File: src/rtl/irrigacao_pkg.sv
// Irrigation controller shared definitions.
// Holds the FSM state enumeration (its numeric codes are what the top drives
// on the estado port) and the default timing constants, in ticks.
package irrigacao_pkg;

    typedef enum logic [2:0] {
        IDLE  = 3'd0,
        ASP   = 3'd1,
        GOT   = 3'd2,
        PAUSA = 3'd3,
        ERRO  = 3'd4
    } state_t;

    localparam int DEF_T_MIN_ON  = 10;
    localparam int DEF_T_MAX_ON  = 60;
    localparam int DEF_T_PAUSA   = 5;
    localparam int DEF_T_FILL_MAX = 120;
    localparam int DEF_CNT_W     = 8;

endpackage

File: src/rtl/sincronizador.sv
// Parameterized-width two-flop synchronizer for asynchronous inputs.
// Ports:
//   clk   - destination clock
//   rst_n - asynchronous active-low reset, clears both flop stages
//   d     - asynchronous input bus
//   q     - synchronized output bus (two clk edges of latency)
module sincronizador #(
    parameter int WIDTH = 8
) (
    input  logic             clk,
    input  logic             rst_n,
    input  logic [WIDTH-1:0] d,
    output logic [WIDTH-1:0] q
);

    logic [WIDTH-1:0] meta;

    always_ff @(posedge clk or negedge rst_n) begin
        if (!rst_n) begin
            meta <= '0;
            q    <= '0;
        end else begin
            meta <= d;
            q    <= meta;
        end
    end

endmodule

File: src/rtl/controle_irrigacao.sv
// Irrigation controller: chooses sprinkler (ASP) or drip (GOT) irrigation,
// bounds each run with minimum/maximum times, rests afterwards, and keeps the
// tank filled through a hysteresis-controlled inlet valve. Inconsistent level
// sensors or a fill that takes too long lock the controller in ERRO until
// acknowledged.
// Ports:
//   clk, rst_n      - system clock, asynchronous active-low reset
//   tick            - one-cycle time-base enable (already in clk domain)
//   H, M, L         - tank high/mid/low level sensors
//   Ua, Us, T       - air humidity ok, soil dry, temperature high
//   switch, rest    - system enable, error acknowledge
//   Vs, Bs, Ve      - sprinkler valve, drip pump, inlet valve
//   Erro, Alarme    - error state, alarm
//   estado          - current state code
module controle_irrigacao
    import irrigacao_pkg::*;
#(
    parameter int T_MIN_ON   = DEF_T_MIN_ON,
    parameter int T_MAX_ON   = DEF_T_MAX_ON,
    parameter int T_PAUSA    = DEF_T_PAUSA,
    parameter int T_FILL_MAX = DEF_T_FILL_MAX,
    parameter int CNT_W      = DEF_CNT_W
) (
    input  logic       clk,
    input  logic       rst_n,
    input  logic       tick,
    input  logic       H,
    input  logic       M,
    input  logic       L,
    input  logic       Ua,
    input  logic       Us,
    input  logic       T,
    input  logic       switch,
    input  logic       rest,
    output logic       Vs,
    output logic       Bs,
    output logic       Ve,
    output logic       Erro,
    output logic       Alarme,
    output logic [2:0] estado
);

    localparam logic [CNT_W-1:0] MIN_ON   = CNT_W'(T_MIN_ON);
    localparam logic [CNT_W-1:0] MAX_ON   = CNT_W'(T_MAX_ON);
    localparam logic [CNT_W-1:0] PAUSA_T  = CNT_W'(T_PAUSA);
    localparam logic [CNT_W-1:0] FILL_MAX = CNT_W'(T_FILL_MAX);

    logic [7:0] raw_in;
    logic [7:0] sync_in;
    logic       h_s, m_s, l_s, ua_s, us_s, t_s, sw_s, rest_s;

    state_t           state_q, next_state;
    logic [CNT_W-1:0] timer_q;
    logic [CNT_W-1:0] fill_cnt_q;
    logic             ve_q, ve_next;
    logic             fault, fill_timeout;

    assign raw_in = {rest, switch, T, Us, Ua, L, M, H};

    sincronizador #(.WIDTH(8)) u_sync (
        .clk   (clk),
        .rst_n (rst_n),
        .d     (raw_in),
        .q     (sync_in)
    );

    assign {rest_s, sw_s, t_s, us_s, ua_s, l_s, m_s, h_s} = sync_in;

    // A higher sensor wet while a lower one is dry is physically impossible.
    assign fault        = (h_s & ~m_s) | (m_s & ~l_s);
    assign fill_timeout = (fill_cnt_q == FILL_MAX);

    always_comb begin
        next_state = state_q;
        if (fault || fill_timeout) begin
            next_state = ERRO;
        end else begin
            case (state_q)
                IDLE: begin
                    // Mode is latched by the state itself, so later T/Ua
                    // changes cannot switch it mid-run.
                    if (sw_s && us_s && l_s)
                        next_state = (!t_s && ua_s) ? ASP : GOT;
                end
                ASP, GOT: begin
                    if (!sw_s || !l_s || ((timer_q >= MIN_ON) && !us_s) ||
                        (timer_q == MAX_ON))
                        next_state = PAUSA;
                end
                PAUSA: begin
                    if (timer_q == PAUSA_T)
                        next_state = IDLE;
                end
                ERRO: begin
                    // Fault/timeout already hold ERRO above; also wait for
                    // the fill timer to drain before leaving.
                    if (rest_s && (fill_cnt_q == '0))
                        next_state = IDLE;
                end
                default: next_state = IDLE;
            endcase
        end
    end

    // Inlet valve hysteresis: set on low, clear on high, off while in error.
    always_comb begin
        ve_next = ve_q;
        if (next_state == ERRO)
            ve_next = 1'b0;
        else if (!l_s)
            ve_next = 1'b1;
        else if (h_s)
            ve_next = 1'b0;
    end

    // Outputs are registered from next-state values so they switch on the
    // same edge as the state register.
    always_ff @(posedge clk or negedge rst_n) begin
        if (!rst_n) begin
            state_q    <= IDLE;
            timer_q    <= '0;
            fill_cnt_q <= '0;
            ve_q       <= 1'b0;
            Vs         <= 1'b0;
            Bs         <= 1'b0;
            Erro       <= 1'b0;
            Alarme     <= 1'b0;
        end else begin
            state_q <= next_state;
            ve_q    <= ve_next;
            Vs      <= (next_state == ASP);
            Bs      <= (next_state == GOT);
            Erro    <= (next_state == ERRO);
            Alarme  <= (next_state == ERRO) | (~l_s & us_s & sw_s);

            // A tick on a transition edge is dropped by the clear.
            if (next_state != state_q)
                timer_q <= '0;
            else if (tick && (timer_q != '1))
                timer_q <= timer_q + CNT_W'(1);

            if (!ve_q)
                fill_cnt_q <= '0;
            else if (tick && (fill_cnt_q != '1))
                fill_cnt_q <= fill_cnt_q + CNT_W'(1);
        end
    end

    assign Ve     = ve_q;
    assign estado = state_q;

endmodule

File: config.mk
export PLATFORM = sky130hd
export DESIGN_NAME = controle_irrigacao
export DESIGN_NICKNAME = d
export VERILOG_FILES = /design/src/rtl/irrigacao_pkg.sv /design/src/rtl/sincronizador.sv /design/src/rtl/controle_irrigacao.sv
export SDC_FILE = /design/constraint.sdc
export NUM_CORES = 1
export LEC_CHECK = 0
export CAP_MARGIN = 20
export CORE_AREA = 2 2 63 65
export CTS_CLUSTER_SIZE = 24
export DETAILED_ROUTE_END_ITERATION = 16
export DIE_AREA = 0 0 65 67
export PLACE_DENSITY = 0.75
export SLEW_MARGIN = 20
export SYNTH_ARGS = -nofsm -noshare
export SYNTH_HDL_FRONTEND = slang
export SYNTH_HIERARCHICAL = 1
export SYNTH_SLANG_ARGS = --single-unit
File: constraint.sdc
create_clock -name clk -period 2.19 [get_ports clk]
set_input_delay 0.3285 -clock clk [delete_from_list [all_inputs] [get_ports clk]]
set_output_delay 0.3285 -clock clk [all_outputs]
set_load 0.05 [all_outputs]
==> impl_metrics.xml <==
<?xml version="1.0" encoding="UTF-8"?>
<metrics>
  <group name="sta">
    <metric name="finalSetupViolCount" unit="">0</metric>
    <metric name="worst_clock_skew" unit="ps">3.64</metric>
    <metric name="finalHoldViolCount" unit="">0</metric>
    <metric name="setup_repair_after_global_routing_missed_its_margin" unit="">false</metric>
    <metric name="timing.max_slew.rel_slack" unit="%">44.7</metric>
    <metric name="max_freq" unit="MHz">471</metric>
    <metric name="timing.final.crit_share" unit="%">96.9</metric>
    <metric name="fin_setup_tns" unit="ps">0</metric>
    <metric name="max_slew.worst_pin.slew" unit="ps">829</metric>
    <metric name="period_needed" unit="ps">2120</metric>
    <metric name="setup_ws" unit="ps">67.4</metric>
    <metric name="maxSlewViolCount" unit="">0</metric>
  </group>
  <group name="synthesis">
    <metric name="synth-edff-count" unit="">0</metric>
    <metric name="synth.yosys.seq_area_share" unit="%">51.2</metric>
    <metric name="avgSynthCellArea" unit="sq um">11.4</metric>
    <metric name="synth_commonest_cells" unit="">dfrtp_1 (40), nand2_1 (14), inv_1 (9), nor3_1 (9), and2_1 (8)</metric>
    <metric name="post-synth-top-area-fraction" unit="%">51.2</metric>
    <metric name="async_reset_ff_share" unit="%">100</metric>
    <metric name="post-synth-top-count-cell" unit="">dfrtp_1</metric>
    <metric name="synthDominantAreaCellType" unit="">dfrtp_1</metric>
    <metric name="gate_count_after_technology_mapping" unit="">172</metric>
    <metric name="synth_flop_cell" unit="">dfrtp_1</metric>
    <metric name="postSynthRegisterBits" unit="">40</metric>
    <metric name="ys_warn_count" unit="">6</metric>
    <metric name="mappedNetlistArea" unit="sq um">1960</metric>
    <metric name="synthesis.nets" unit="">189</metric>
    <metric name="yosys.cell_types.count" unit="">47</metric>
    <metric name="synth_top_cells_by_area" unit="">dfrtp_1 (51%), nor4b_2 (4.6%), ha_1 (3.8%)</metric>
  </group>
  <group name="drt">
    <metric name="avgRoutedWirePerCell" unit="um">14.5</metric>
    <metric name="drt_wl_total" unit="um">3510</metric>
    <metric name="antenna_violating_nets_post_route" unit="">0</metric>
    <metric name="number_of_design_rule_violations_left_by_the_first_detailed_router_iteration" unit="">81</metric>
    <metric name="vias" unit="">1395</metric>
    <metric name="via_per_inst" unit="">5.74</metric>
    <metric name="drt_drc_violations_left" unit="">0</metric>
    <metric name="drt-pass1-iter-count" unit="">4</metric>
  </group>
  <group name="worst_setup_path">
    <metric name="cp_data_arrival_time" unit="ps">2270</metric>
    <metric name="crit_path_end_kind" unit="">flip-flop</metric>
    <metric name="critPathKind" unit="">flip-flop to flip-flop</metric>
    <metric name="crit_path_required_time" unit="ps">2340</metric>
    <metric name="setup.worst_path.start_class" unit="">flip-flop</metric>
    <metric name="timing.critical_path.fanout_max" unit="">8</metric>
  </group>
  <group name="placement">
    <metric name="dp_hpwl" unit="um">2570</metric>
    <metric name="place_ws" unit="ps">109</metric>
    <metric name="gp_congestion" unit="">0.900</metric>
    <metric name="placement.io_buffers" unit="">18</metric>
    <metric name="placedInstanceArea" unit="sq um">2180</metric>
  </group>
  <group name="layout">
    <metric name="finish.utilization" unit="%">63.2</metric>
    <metric name="flow.area_growth_from_synthesis" unit="%">16.4</metric>
    <metric name="area_occupied_by_multi_input_gates" unit="sq um">905</metric>
    <metric name="antenna_cells_inserted" unit="">0</metric>
    <metric name="final_design_area_no_fill" unit="sq um">2280</metric>
    <metric name="fill_cells" unit="">287</metric>
    <metric name="seqCellArea" unit="sq um">1000</metric>
    <metric name="nNetsFinal" unit="">211</metric>
    <metric name="layout_cell_share_with_drive_strength_beyond_1" unit="%">13.8</metric>
  </group>
  <group name="run_status">
    <metric name="result_of_the_run" unit="">finished clean</metric>
  </group>
  <group name="clock_tree">
    <metric name="clock_latency" unit="ps">290</metric>
    <metric name="clock_path_buffers" unit="">2</metric>
    <metric name="cts_root_buf" unit="">clkbuf_8</metric>
    <metric name="cts_buffers" unit="">5</metric>
    <metric name="htreeDepth" unit="">2</metric>
    <metric name="cts_tree" unit="">built</metric>
    <metric name="postCtsHoldBufs" unit="">0</metric>
    <metric name="clock_pin_slew_reported_for_the_worst_setup_and_hold_paths_after_clock_tree_synthesis" unit="ps">70</metric>
    <metric name="clock-sinks" unit="">40</metric>
  </group>
  <group name="die">
    <metric name="initial_core_utilization" unit="%">54.3</metric>
    <metric name="coreArea" unit="sq um">3610</metric>
    <metric name="die-width" unit="um">65</metric>
    <metric name="design.portCount" unit="">19</metric>
    <metric name="die_y" unit="um">67</metric>
    <metric name="num_rows" unit="">22</metric>
    <metric name="die_area" unit="sq um">4360</metric>
  </group>
  <group name="power_and_ir_drop">
    <metric name="vdd.ir_drop.worst" unit="mV">0.491</metric>
    <metric name="net-switching-power" unit="mW">0.479</metric>
    <metric name="sw_frac_of_total" unit="%">29.0</metric>
    <metric name="power_density" unit="nW/um^2">725</metric>
    <metric name="power.share.combinational" unit="%">18.5</metric>
    <metric name="p_leak" unit="nW">0.949</metric>
    <metric name="p_seq_share" unit="%">50.8</metric>
    <metric name="clockPowerShare" unit="%">30.7</metric>
    <metric name="power_report.internal_total" unit="mW">1.17</metric>
  </group>
  <group name="min_path">
    <metric name="min-delay-path-class" unit="">primary input to async pin</metric>
  </group>
  <group name="global_routing">
    <metric name="grt_max_degree" unit="">41</metric>
    <metric name="grt_overflow_total" unit="">0</metric>
    <metric name="grt_first_pass_wirelength" unit="um">6270</metric>
    <metric name="vias_in_the_first_global_route" unit="">1380</metric>
    <metric name="initial_antenna_violation_count" unit="">0</metric>
    <metric name="grt_use_total" unit="%">19.5</metric>
  </group>
  <group name="run">
    <metric name="cap_viol_max_count" unit="">0</metric>
  </group>
</metrics>
[final timing paths]
kind | endpoint | cells after the start | slack, ps | from
hold reg to reg | u_sync/q[0] | 0 | 350 | u_sync/meta[0]
min in group clk | u_sync/q[0] | 0 | 350 | u_sync/meta[0]
max in group asynchronous | timer_q[2] | 1 | 1540 | rst_n
hold / removal | fill_cnt_q[3] | 1 | 130 | rst_n
setup reg to reg | timer_q[2] | 7 | 70 | fill_cnt_q[0]
setup / recovery | timer_q[2] | 7 | 70 | fill_cnt_q[0]
[cell families (layout without fill, tap and decap cells)]
kind of cell    count (synthesis)  in the layout  synth area share (%)
compound gates                 31             31                  13.4
xor+xnor                       12             12                  5.37
fa+ha+maj                       6              6                  3.84
buf+inv                        13             36                  2.88
flops                          40             40                  51.2
mux                             1              1                 0.512
simple gates                   69             69                  22.9
[placed cells by master, fill, tap and decap left out, types with 2 or more instances in the layout]
cell / synthesis / routed
dfrtp_1: 40 / 40
clkdlybuf4s50_1: 0 / 17
nand2_1: 14 / 14
inv_1: 9 / 9
nor3_1: 9 / 8
and2_1: 8 / 8
nor2_1: 7 / 7
xnor2_1: 7 / 7
nor4b_2: 6 / 6
nand3_1: 6 / 6
ha_1: 6 / 6
clkbuf_8: 0 / 6
xor2_1: 5 / 5
nand4_1: 4 / 4
o31ai_1: 4 / 4
o21ai_0: 3 / 3
a21oi_1: 3 / 3
nand3b_1: 3 / 3
a311oi_1: 3 / 3
o211ai_1: 2 / 2
nand2b_1: 2 / 2
a211oi_1: 2 / 2
[worst max-delay path, stage by stage (launching register included)]
cell	delay [ps]
dfrtp_1	400
inv_1	90
ha_1	140
or3b_4	390
o221a_4	270
a41o_1	260
a21oi_4	300
nor3_1	130
[layout make-up]
| cell class | count | area share, % |
|---|---|---|
| multi-input combinational | 119 | 39.7 |
| inverter | 9 | 1.48 |
| sequential | 40 | 43.9 |
| tap | 48 | 2.64 |
| clock buffer | 6 | 3.62 |
| clock inverter | 2 | 0.604 |
| timing repair buffer | 19 | 8.02 |
[power by group through the flow]
stage	sequential (mW)	clock, mW	combinational, mW
6_report	0.839	0.506	0.306
5_1_grt	0.847	0.566	0.338
4_1_cts	0.838	0.520	0.306
3_5_place_dp	0.852	0	0.300
3_3_place_gp	0.848	0	0.291
2_1_floorplan	0.871	0	0.176
[metrics by stage]
stage,hold WS (ps),total power [mW],std cells
after detailed placement,335,1.15,235
after global placement,332,1.14,235
after CTS,148,1.66,243
after floorplan,32.9,1.05,172
final,127,1.65,243
after global routing,190,1.75,243
[routing by layer]
layer | track usage, % | share of wire, % | vias up
met5 | 0 | 0 | -
met4 | 7.71 | 1.5 | 0
met3 | 6.42 | 5.7 | 8
met2 | 31.8 | 48 | 44
met1 | 23.9 | 45 | 678
li1 | - | - | 665
[registers in the layout, summed over array words and instances (netlist names)]
signal,count
Ve,1
Vs,1
timer_q,8
u_sync/meta,8
fill_cnt_q,8
estado,3
Alarme,1
u_sync/q,8
Erro,1
Bs,1
[repair_timing]
action	CTS	global route
setup endpoints to repair	0	3
resized for setup	0	1
setup buffers	0	0
(Power assumes the default switching activity.)
